$ cat src/rtl/pl_hazard_ctrl_pkg.sv
// Shared types and encodings for the pipeline hazard controller: forwarding
// select codes, memory-wait FSM states and the shadow pipeline slot layouts.
package pl_hazard_ctrl_pkg;

   typedef enum logic {
      ST_RUN  = 1'b0,
      ST_WAIT = 1'b1
   } mw_state_e;

   localparam logic [1:0] FWD_RF = 2'b00;
   localparam logic [1:0] FWD_M  = 2'b10;
   localparam logic [1:0] FWD_W  = 2'b01;

   // Execute slot keeps the sources for forwarding and the load flag for load-use.
   typedef struct packed {
      logic [4:0] rd;
      logic [4:0] rs1;
      logic [4:0] rs2;
      logic       regwrite;
      logic       is_load;
   } ex_slot_t;

   // Later stages only need to know which register they will write.
   typedef struct packed {
      logic [4:0] rd;
      logic       regwrite;
   } wb_slot_t;

   function automatic logic [1:0] fwd_sel(input logic [4:0] rs,
                                          input wb_slot_t m,
                                          input wb_slot_t w);
      if (m.regwrite && m.rd != 5'd0 && m.rd == rs)
         fwd_sel = FWD_M;
      else if (w.regwrite && w.rd != 5'd0 && w.rd == rs)
         fwd_sel = FWD_W;
      else
         fwd_sel = FWD_RF;
   endfunction

endpackage

$ cat src/rtl/pl_hazard_ctrl_if.sv
// Signal bundle between the core datapath (master) and the hazard controller (slave).
// All signals are level-valued every cycle; there is no valid/ready handshake here.
interface pl_hazard_ctrl_if;
   import pl_hazard_ctrl_pkg::*;

   logic [4:0] rs1_d;
   logic [4:0] rs2_d;
   logic [4:0] rd_d;
   logic       regwrite_d;
   logic       is_load_d;
   logic       pc_src_e;
   logic       mem_req_m;
   logic       mem_ready;

   logic       stall_f;
   logic       stall_d;
   logic       stall_e;
   logic       stall_m;
   logic       flush_d;
   logic       flush_e;
   logic [1:0] fwd_a_e;
   logic [1:0] fwd_b_e;
   logic       mem_timeout;
   mw_state_e  fsm_state;

   modport master (
      output rs1_d, rs2_d, rd_d, regwrite_d, is_load_d, pc_src_e, mem_req_m, mem_ready,
      input  stall_f, stall_d, stall_e, stall_m, flush_d, flush_e,
      input  fwd_a_e, fwd_b_e, mem_timeout, fsm_state
   );

   modport slave (
      input  rs1_d, rs2_d, rd_d, regwrite_d, is_load_d, pc_src_e, mem_req_m, mem_ready,
      output stall_f, stall_d, stall_e, stall_m, flush_d, flush_e,
      output fwd_a_e, fwd_b_e, mem_timeout, fsm_state
   );
endinterface

$ cat src/rtl/pl_hazard_ctrl_mem_wait_fsm.sv
// Memory-wait FSM: freezes the core while data memory is busy, and gives up
// with a sticky timeout flag after MEM_TIMEOUT consecutive wait cycles.
module pl_mem_wait_fsm
   import pl_hazard_ctrl_pkg::*;
#(
   parameter int MEM_TIMEOUT = 16,
   parameter int CNT_W       = 5
) (
   input  logic      clk,
   input  logic      reset,
   input  logic      mem_req_m,
   input  logic      mem_ready,
   output logic      freeze,
   output logic      mem_timeout,
   output mw_state_e state
);

   localparam logic [CNT_W-1:0] LIMIT = CNT_W'(MEM_TIMEOUT);

   mw_state_e        state_q, state_d;
   logic [CNT_W-1:0] cnt_q, cnt_d;
   logic             timeout_q, timeout_d;

   always_ff @(posedge clk or posedge reset) begin
      if (reset) begin
         state_q   <= ST_RUN;
         cnt_q     <= '0;
         timeout_q <= 1'b0;
      end else begin
         state_q   <= state_d;
         cnt_q     <= cnt_d;
         timeout_q <= timeout_d;
      end
   end

   always_comb begin
      state_d   = state_q;
      cnt_d     = cnt_q;
      timeout_d = timeout_q;
      case (state_q)
         ST_RUN: begin
            if (mem_req_m && !mem_ready) begin
               state_d = ST_WAIT;
               cnt_d   = CNT_W'(1);
            end
         end
         ST_WAIT: begin
            if (mem_ready) begin
               state_d = ST_RUN;
               cnt_d   = '0;
            end else if (cnt_q < LIMIT) begin
               cnt_d = cnt_q + 1'b1;
            end else begin
               // Budget exhausted: drop the access and release the core.
               timeout_d = 1'b1;
               state_d   = ST_RUN;
               cnt_d     = '0;
            end
         end
         default: begin
            state_d = ST_RUN;
            cnt_d   = '0;
         end
      endcase
   end

   always_comb begin
      freeze = 1'b0;
      case (state_q)
         ST_RUN:  freeze = mem_req_m && !mem_ready;
         ST_WAIT: freeze = !mem_ready && (cnt_q < LIMIT);
         default: freeze = 1'b0;
      endcase
   end

   assign mem_timeout = timeout_q;
   assign state       = state_q;

endmodule

$ cat src/rtl/pl_hazard_ctrl.sv
// Pipeline hazard controller: shadow E/M/W pipeline, load-use stall, branch
// flush, operand forwarding selects and the memory-wait freeze.
module pl_hazard_ctrl
   import pl_hazard_ctrl_pkg::*;
#(
   parameter int MEM_TIMEOUT = 16,
   parameter int CNT_W       = 5
) (
   input logic             clk,
   input logic             reset,
   pl_hazard_ctrl_if.slave hz
);

   ex_slot_t  e_q, e_d;
   wb_slot_t  m_q, w_q;
   logic      freeze;
   logic      lw_stall;
   logic      flush_e_int;
   logic      timeout;
   mw_state_e fsm_state;

   pl_mem_wait_fsm #(
      .MEM_TIMEOUT (MEM_TIMEOUT),
      .CNT_W       (CNT_W)
   ) u_mem_wait (
      .clk         (clk),
      .reset       (reset),
      .mem_req_m   (hz.mem_req_m),
      .mem_ready   (hz.mem_ready),
      .freeze      (freeze),
      .mem_timeout (timeout),
      .state       (fsm_state)
   );

   // A taken branch squashes the consumer anyway, so it never needs the stall.
   assign lw_stall = e_q.is_load && e_q.regwrite && (e_q.rd != 5'd0) &&
                     ((e_q.rd == hz.rs1_d) || (e_q.rd == hz.rs2_d)) && !hz.pc_src_e;

   assign flush_e_int = !freeze && (lw_stall || hz.pc_src_e);

   always_comb begin
      hz.stall_f = lw_stall;
      hz.stall_d = lw_stall;
      hz.stall_e = 1'b0;
      hz.stall_m = 1'b0;
      hz.flush_d = hz.pc_src_e;
      hz.flush_e = flush_e_int;
      if (freeze) begin
         hz.stall_f = 1'b1;
         hz.stall_d = 1'b1;
         hz.stall_e = 1'b1;
         hz.stall_m = 1'b1;
         hz.flush_d = 1'b0;
         hz.flush_e = 1'b0;
      end
   end

   always_comb begin
      e_d = '0;
      if (!flush_e_int) begin
         e_d.rd       = hz.rd_d;
         e_d.rs1      = hz.rs1_d;
         e_d.rs2      = hz.rs2_d;
         e_d.regwrite = hz.regwrite_d;
         e_d.is_load  = hz.is_load_d;
      end
   end

   always_ff @(posedge clk or posedge reset) begin
      if (reset) begin
         e_q <= '0;
         m_q <= '0;
         w_q <= '0;
      end else if (!freeze) begin
         e_q          <= e_d;
         m_q.rd       <= e_q.rd;
         m_q.regwrite <= e_q.regwrite;
         w_q          <= m_q;
      end
   end

   assign hz.fwd_a_e     = fwd_sel(e_q.rs1, m_q, w_q);
   assign hz.fwd_b_e     = fwd_sel(e_q.rs2, m_q, w_q);
   assign hz.mem_timeout = timeout;
   assign hz.fsm_state   = fsm_state;

endmodule

$ cat src/flat_wrapper.sv
// flat-port wrapper written by rule: the top's interface ports become plain ports
module pl_hazard_ctrl_flat import pl_hazard_ctrl_pkg::*;
#(
   parameter int MEM_TIMEOUT = 16,
   parameter int CNT_W       = 5
)
  (clk, reset, hz_rs1_d, hz_rs2_d, hz_rd_d, hz_regwrite_d, hz_is_load_d, hz_pc_src_e, hz_mem_req_m, hz_mem_ready, hz_stall_f, hz_stall_d, hz_stall_e, hz_stall_m, hz_flush_d, hz_flush_e, hz_fwd_a_e, hz_fwd_b_e, hz_mem_timeout, hz_fsm_state);
  pl_hazard_ctrl_if hz_i ();
  input logic clk;
  input logic reset;
  input wire logic [$bits(hz_i.rs1_d)-1:0] hz_rs1_d;
  input wire logic [$bits(hz_i.rs2_d)-1:0] hz_rs2_d;
  input wire logic [$bits(hz_i.rd_d)-1:0] hz_rd_d;
  input wire logic [$bits(hz_i.regwrite_d)-1:0] hz_regwrite_d;
  input wire logic [$bits(hz_i.is_load_d)-1:0] hz_is_load_d;
  input wire logic [$bits(hz_i.pc_src_e)-1:0] hz_pc_src_e;
  input wire logic [$bits(hz_i.mem_req_m)-1:0] hz_mem_req_m;
  input wire logic [$bits(hz_i.mem_ready)-1:0] hz_mem_ready;
  output wire logic [$bits(hz_i.stall_f)-1:0] hz_stall_f;
  output wire logic [$bits(hz_i.stall_d)-1:0] hz_stall_d;
  output wire logic [$bits(hz_i.stall_e)-1:0] hz_stall_e;
  output wire logic [$bits(hz_i.stall_m)-1:0] hz_stall_m;
  output wire logic [$bits(hz_i.flush_d)-1:0] hz_flush_d;
  output wire logic [$bits(hz_i.flush_e)-1:0] hz_flush_e;
  output wire logic [$bits(hz_i.fwd_a_e)-1:0] hz_fwd_a_e;
  output wire logic [$bits(hz_i.fwd_b_e)-1:0] hz_fwd_b_e;
  output wire logic [$bits(hz_i.mem_timeout)-1:0] hz_mem_timeout;
  output wire logic [$bits(hz_i.fsm_state)-1:0] hz_fsm_state;
  assign hz_i.rs1_d = hz_rs1_d;
  assign hz_i.rs2_d = hz_rs2_d;
  assign hz_i.rd_d = hz_rd_d;
  assign hz_i.regwrite_d = hz_regwrite_d;
  assign hz_i.is_load_d = hz_is_load_d;
  assign hz_i.pc_src_e = hz_pc_src_e;
  assign hz_i.mem_req_m = hz_mem_req_m;
  assign hz_i.mem_ready = hz_mem_ready;
  assign hz_stall_f = hz_i.stall_f;
  assign hz_stall_d = hz_i.stall_d;
  assign hz_stall_e = hz_i.stall_e;
  assign hz_stall_m = hz_i.stall_m;
  assign hz_flush_d = hz_i.flush_d;
  assign hz_flush_e = hz_i.flush_e;
  assign hz_fwd_a_e = hz_i.fwd_a_e;
  assign hz_fwd_b_e = hz_i.fwd_b_e;
  assign hz_mem_timeout = hz_i.mem_timeout;
  assign hz_fsm_state = hz_i.fsm_state;
  pl_hazard_ctrl #(.MEM_TIMEOUT(MEM_TIMEOUT), .CNT_W(CNT_W)) u_core (.clk(clk), .reset(reset), .hz(hz_i));
endmodule
$ cat config.mk
export PLATFORM = sky130hd
export DESIGN_NAME = pl_hazard_ctrl_flat
export DESIGN_NICKNAME = d
export VERILOG_FILES = /design/src/rtl/pl_hazard_ctrl_pkg.sv /design/src/rtl/pl_hazard_ctrl_if.sv /design/src/rtl/pl_hazard_ctrl_mem_wait_fsm.sv /design/src/rtl/pl_hazard_ctrl.sv /design/src/flat_wrapper.sv
export SDC_FILE = /design/constraint.sdc
export NUM_CORES = 1
export LEC_CHECK = 0
export BUFFER_PORTS_ARGS = -buffer_cell sky130_fd_sc_hd__buf_2
export CORE_MARGIN = 2
export CORE_UTILIZATION = 40
export CTS_BUF_LIST = sky130_fd_sc_hd__clkbuf_16
export CTS_CLUSTER_SIZE = 8
export DETAILED_ROUTE_END_ITERATION = 12
export HOLD_SLACK_MARGIN = 0.06
export PLACE_DENSITY_LB_ADDON = 0.12
export SYNTH_ARGS = -nofsm -noshare
export SYNTH_HDL_FRONTEND = slang
export SYNTH_SLANG_ARGS = --single-unit
$ cat constraint.sdc
create_clock -name clk -period 3 [get_ports clk]
set_input_delay 0.15 -clock clk [delete_from_list [all_inputs] [get_ports clk]]
set_output_delay 0.15 -clock clk [all_outputs]
set_load 0.005 [all_outputs]
## Word level (Yosys, flattened, before mapping)

Index checks and enable logic that the tools add are counted.

- Equality and inequality tests: 7
- Bitwise operators: 3
- Muxes and demuxes: 18
- Reduce and logical (&&, ||, !) cells: 22
- Order comparisons: 1
- Add/sub/neg operators: 1

Operators by type and width:

| operator | count |
|---|---|
| $eq A5 B5 Y1 | 6 |
| $mux W17 | 1 |
| $mux W5 | 3 |
| $reduce_bool A5 Y1 | 3 |
| $logic_and A1 B1 Y1 | 13 |
| $pmux W5 S2 | 1 |
| $mux W1 | 9 |
| $add A5 B1 Y5 const B | 1 |
| $lt A5 B5 Y1 const B | 1 |
| $mux W2 | 2 |
| $pmux W1 S2 | 2 |
| $logic_not A1 Y1 | 3 |
| $not A1 Y1 | 3 |
| $reduce_and A3 Y1 | 1 |
| $logic_or A1 B1 Y1 | 2 |
| $ne A2 B2 Y1 const B | 1 |

- Logic and storage cells: 64
- Input port bits: 22
- Register bits after elaboration: 36

## Depth between registers and ports, before layout

- Depth in word-level cells: 7
- Depth in mapped cells: 7
- Depth with buffers taken out: 5

## Modules after synthesis

Synthesis repeated with hierarchy kept, for this count alone.

- Cell total of the unflattened synthesis: 187
- Area, all modules: 2072.0 µm²

By module, submodules not included:

| module | area an instance (µm²) | cells an instance | seq. area each (µm²) | times used |
|---|---|---|---|---|
| pl_hazard_ctrl | 1751.7 | 160 | 725.7 | 1 |
| pl_mem_wait_fsm | 320.3 | 27 | 175.2 | 1 |

## Worst setup path after synthesis

Ideal clock, no wire load.

- Path kind: register to output
- Start point: reg u_core.e_q[16] (netlist bit)
- End point: out hz_stall_f
- Arrival time: 1.641 ns
- Setup slack: 1.209 ns
- Stages on the path, launching flop included: 8
- Cell sequence: dfrtp_1 -> buf_2 -> xnor2_1 -> nand3_1 -> o22ai_2 -> buf_4 -> a21o_1 -> buf_4

- Word-level cells in the longest chain between the ends: 5
- Elaborated cells on any way between the ends: 8
- Classes of those cells: eq/ne: 2; mux: 1; reduce/logical: 5

RTL lines:

| what | RTL line | source |
|---|---|---|
| start: declaration | pl_hazard_ctrl.sv:14 | `ex_slot_t e_q, e_d;` |
| start signal: assignment | pl_hazard_ctrl.sv:71 | `e_q <= '0;` |
| start signal: assignment | pl_hazard_ctrl.sv:75 | `e_q <= e_d;` |
| $eq A5 B5 Y1 or $reduce_bool A5 Y1 (tied branches) | pl_hazard_ctrl.sv:37, pl_hazard_ctrl.sv:36 |  |
| $logic_or A1 B1 Y1 or $logic_and A1 B1 Y1 (tied branches) | pl_hazard_ctrl.sv:37, pl_hazard_ctrl.sv:36 |  |
| $logic_and A1 B1 Y1 (*) | pl_hazard_ctrl.sv:36 | `assign lw_stall = e_q.is_load && e_q.regwrite && (e_q.rd != 5'd0) &&` |
| $logic_and A1 B1 Y1 (*) | pl_hazard_ctrl.sv:37 | `((e_q.rd == hz.rs1_d) \|\| (e_q.rd == hz.rs2_d)) && !hz.pc_src_e;` |
| $mux W1 (*) | n/a |  |
| end: declaration | flat_wrapper.sv:19 | `output wire logic [$bits(hz_i.stall_f)-1:0] hz_stall_f;` |

Every way passes the cells marked *; elsewhere a longest branch is shown, timed or not.

## Final worst setup path

- Start point: reg u_core.e_q[12] (netlist bit)
- End point: out hz_stall_f

- Word-level cells in the longest chain between the ends: 5
- Elaborated cells on any way between the ends: 8
- Classes of those cells: eq/ne: 2; mux: 1; reduce/logical: 5

RTL lines:

| what | RTL line | source |
|---|---|---|
| $eq A5 B5 Y1 or $reduce_bool A5 Y1 (tied branches) | pl_hazard_ctrl.sv:37, pl_hazard_ctrl.sv:36 |  |
| $logic_or A1 B1 Y1 or $logic_and A1 B1 Y1 (tied branches) | pl_hazard_ctrl.sv:37, pl_hazard_ctrl.sv:36 |  |
| $logic_and A1 B1 Y1 (*) | pl_hazard_ctrl.sv:36 |  |
| $logic_and A1 B1 Y1 (*) | pl_hazard_ctrl.sv:37 |  |
| $mux W1 (*) | pl_hazard_ctrl.sv:48 | `if (freeze) begin` |

Marks and branches as above.

==> results.sh <==
export IMPL_critPathSlowestCell="or4_4"
export IMPL_clkSinkCount=36
export IMPL_htree_levels=2
export IMPL_rsz0062_at_grt="false"
export IMPL_fp_dieH_um=78.58
export IMPL_routedWlPerCell_um=14.37
export IMPL_drt_iter0_markers=100
export IMPL_path_max_fanout=19
export IMPL_finClkSkew_ns=0.005230
export IMPL_clk_pin_slew_worst_paths_ns=0.05
export IMPL_vdd_drop_max_mv=0.2463
export IMPL_drc=0
export IMPL_synth_nets=259
export IMPL_setup_worst_path_class="flip-flop to primary output"
export IMPL_cts_tree="built"
export IMPL_numCtsBuffers=5
export IMPL_antenna_found_initial=0
export IMPL_fin_nets=288
export IMPL_area_delta_synth_final_pct=16.54
export IMPL_ys_ff_latch=36
export IMPL_dr_pass1_iters=4
export IMPL_synth_top_cell_area_share_pct=40.49
export IMPL_finalCriticalPeriod_ns=2.309
export IMPL_postPlaceCellArea_sq_um=2419
export IMPL_cp_required_ns=2.85
export IMPL_place_gp_congestion=0.8323
export IMPL_cp_data_arrival_time_ns=2.16
export IMPL_fin_area_sq_um=2592
export IMPL_multiInputGateArea_sq_um=1210
export IMPL_finalHoldViolCount=0
export IMPL_cts_resized=0
export IMPL_clockBufferDepth=2
export IMPL_top_level_ports=34
export IMPL_drv_slew=0
export IMPL_slew_headroom_pct=62.86
export IMPL_antenna_left=0
export IMPL_yosysUniqueCellTypes=33
export IMPL_start_util_pct=40.90
export IMPL_p_leak_nw=1.179
export IMPL_async_flop_share_pct=100.0
export IMPL_wirelength_mm=4.856
export IMPL_max_freq_mhz=433.0
export IMPL_grt_max_degree=37
export IMPL_vias=1777
export IMPL_grtUsageTotal_pct=17.95
export IMPL_numPortBuffers=33
export IMPL_dp_hpwl_mm=3.481
export IMPL_setup_viol=0
export IMPL_synth_area_sq_um=2225
export IMPL_die_x_um=78.58
export IMPL_grt_overflow=0
export IMPL_dieArea_sq_um=6174
export IMPL_worstMarginPinSlew_ns=0.5544
export IMPL_fin_setup_tns_ns=0
export IMPL_post_cts_buffers=0
export IMPL_root_buffer="clkbuf_16"
export IMPL_yosysTopAreaCell="dfrtp_1"
export IMPL_seq_area_frac_synth_pct=40.49
export IMPL_synth_edf_count=0
export IMPL_core_area_sq_um=5439
export IMPL_antennaDiodeCount=0
export IMPL_viasPerCell=5.257
export IMPL_grt_pass1_wl_mm=8.714
export IMPL_status="finished, final reports clean"
export IMPL_syn_inst=236
export IMPL_fin_crit_sh_pct=76.97
export IMPL_p_per_area_nw_per_um2=599.3
export IMPL_regArea_sq_um=900.9
export IMPL_critPathMaxStageDelay_ns=0.57
export IMPL_hold_path_class="primary input to flip-flop"
export IMPL_netlist_top_cells_area="dfrtp_1 40%, nand2_1 10%, xnor2_1 7.1%"
export IMPL_insertion_delay_ns=0.27
export IMPL_filler_cell_count=514
export IMPL_syn_avg_cell_area_sq_um=9.426
export IMPL_crit_chain="or4_4 > o211ai_4 > nor2_1 > a21o_1 > buf_2"
export IMPL_fp_row_count=27
export IMPL_synth_ff_type="dfrtp_1"
export IMPL_end_kind="primary output"
export IMPL_grt_pass1_vias=1748
export IMPL_drive_gt1_share_pct=22.56
export IMPL_yosysWarnings=0
export IMPL_worst_setup_path_start_kind="flip-flop"
export IMPL_cap_violations=0
==> layer usage <==
metal | track usage (%) | share of wire, %
met1 | 25.84 | 50
met4 | 5.263 | 1.2
met2 | 27.44 | 46
met5 | 0 | 0
met3 | 3.333 | 3.6
==> power by group <==
group	total [mW]	switching [mW]	internal [mW]
Sequential	0.657	0.101	0.556
Clock	0.573	0.186	0.387
Combinational	0.324	0.164	0.160
==> layout make-up <==
| cell class | count | share of cell area (%) |
|---|---|---|
| Clock buffer | 5 | 4.826 |
| Clock inverter | 3 | 1.496 |
| Inverter | 4 | 0.5791 |
| Multi-Input combinational cell | 179 | 46.67 |
| Sequential cell | 36 | 34.75 |
| Tap cell | 72 | 3.475 |
| Timing Repair Buffer | 39 | 8.205 |
==> repair_timing <==
action | CTS | global route
endpoints found under the hold margin | 36 | 0
endpoints found under the setup margin | 0 | 0
hold buffers | 1 | 0
==> kinds of logic (layout without fill, tap and decap cells) <==
family / Yosys count / after routing / synth area share, %
flip-flops: 36 / 36 / 40.49
AND/OR/NAND/NOR: 117 / 117 / 28.63
adder cells (fa/ha/maj): 1 / 1 / 0.5623
AO/OA/AOI/OAI: 29 / 29 / 12.60
XOR/XNOR: 32 / 32 / 12.60
buffers and inverters: 21 / 51 / 5.118
==> worst max-delay path: cells and delay by family (launching register included) <==
kind | cells | cell delay, ns
AO/OA/AOI/OAI | 2 | 0.68
AND/OR/NAND/NOR | 2 | 0.65
flip-flops | 1 | 0.44
buffers and inverters | 1 | 0.12
==> worst paths after layout <==
kind,start,endpoint,slack (ns),cells after the start
hold reg to reg,u_core.u_mem_wait.mem_timeout,u_core.u_mem_wait.mem_timeout,0.47,1
setup reg to reg,u_core.e_q[12],u_core.e_q[4],1.12,4
setup / recovery,u_core.e_q[12],hz_stall_f,0.69,5
hold / removal,hz_rd_d[0],u_core.e_q[12],0.17,3
min in group asynchronous,reset,u_core.w_q[4],0.53,4
max in group asynchronous,reset,u_core.e_q[14],2.15,4
==> flip-flops by register name, indices dropped and copies added (netlist names) <==
signal and count:
u_core.u_mem_wait.cnt_q 5, u_core.u_mem_wait.mem_timeout 1, u_core.u_mem_wait.state 1, u_core.m_q 6
u_core.e_q 17, u_core.w_q 6
==> placed cells by master, fill, tap and decap left out, drive strengths merged, types with 2 or more instances in the layout <==
| cell | Yosys | layout |
|---|---|---|
| nand2 | 59 | 59 |
| buf | 9 | 38 |
| dfrtp | 36 | 36 |
| xnor2 | 18 | 18 |
| o211ai | 18 | 18 |
| nand3b | 17 | 17 |
| nand4b | 17 | 17 |
| xor2 | 14 | 14 |
| nand3 | 7 | 7 |
| nor2 | 5 | 5 |
| clkbuf | 8 | 5 |
| inv | 4 | 5 |
| or4 | 5 | 5 |
| nor4 | 4 | 4 |
| o21ai | 4 | 4 |
| a21o | 2 | 2 |
| o22ai | 2 | 2 |
==> through the flow <==
step / hold slack (ns) / setup slack [ns] / cells / power (mW) / utilization [%]
after floorplan: 0.3170 / 1.209 / 236 / 0.9012 / -
after global placement: 0.2874 / 1.010 / 329 / 0.9926 / 44.47
after detailed placement: 0.2806 / 0.9660 / 329 / 0.9948 / 44.47
after CTS: 0.1658 / 0.6720 / 338 / 1.575 / 47.67
after global routing: 0.1759 / 0.5770 / 338 / 1.656 / 47.67
final: 0.1693 / 0.6908 / 338 / 1.554 / 47.67
==> cells in the mapped netlist (2+ instances only) <==
cell type / count
nand2_1: 59
or4_1: 4
nand3b_1: 17
dfrtp_1: 36
nor4_1: 4
o211ai_1: 7
buf_2: 4
o21ai_0: 2
o211ai_2: 10
inv_1: 3
xor2_1: 14
buf_4: 4
nor2_1: 5
a21o_1: 2
nand4b_1: 17
xnor2_1: 18
clkbuf_1: 7
nand3_1: 7
o21ai_1: 2
Power figures use the tool's default switching activity.
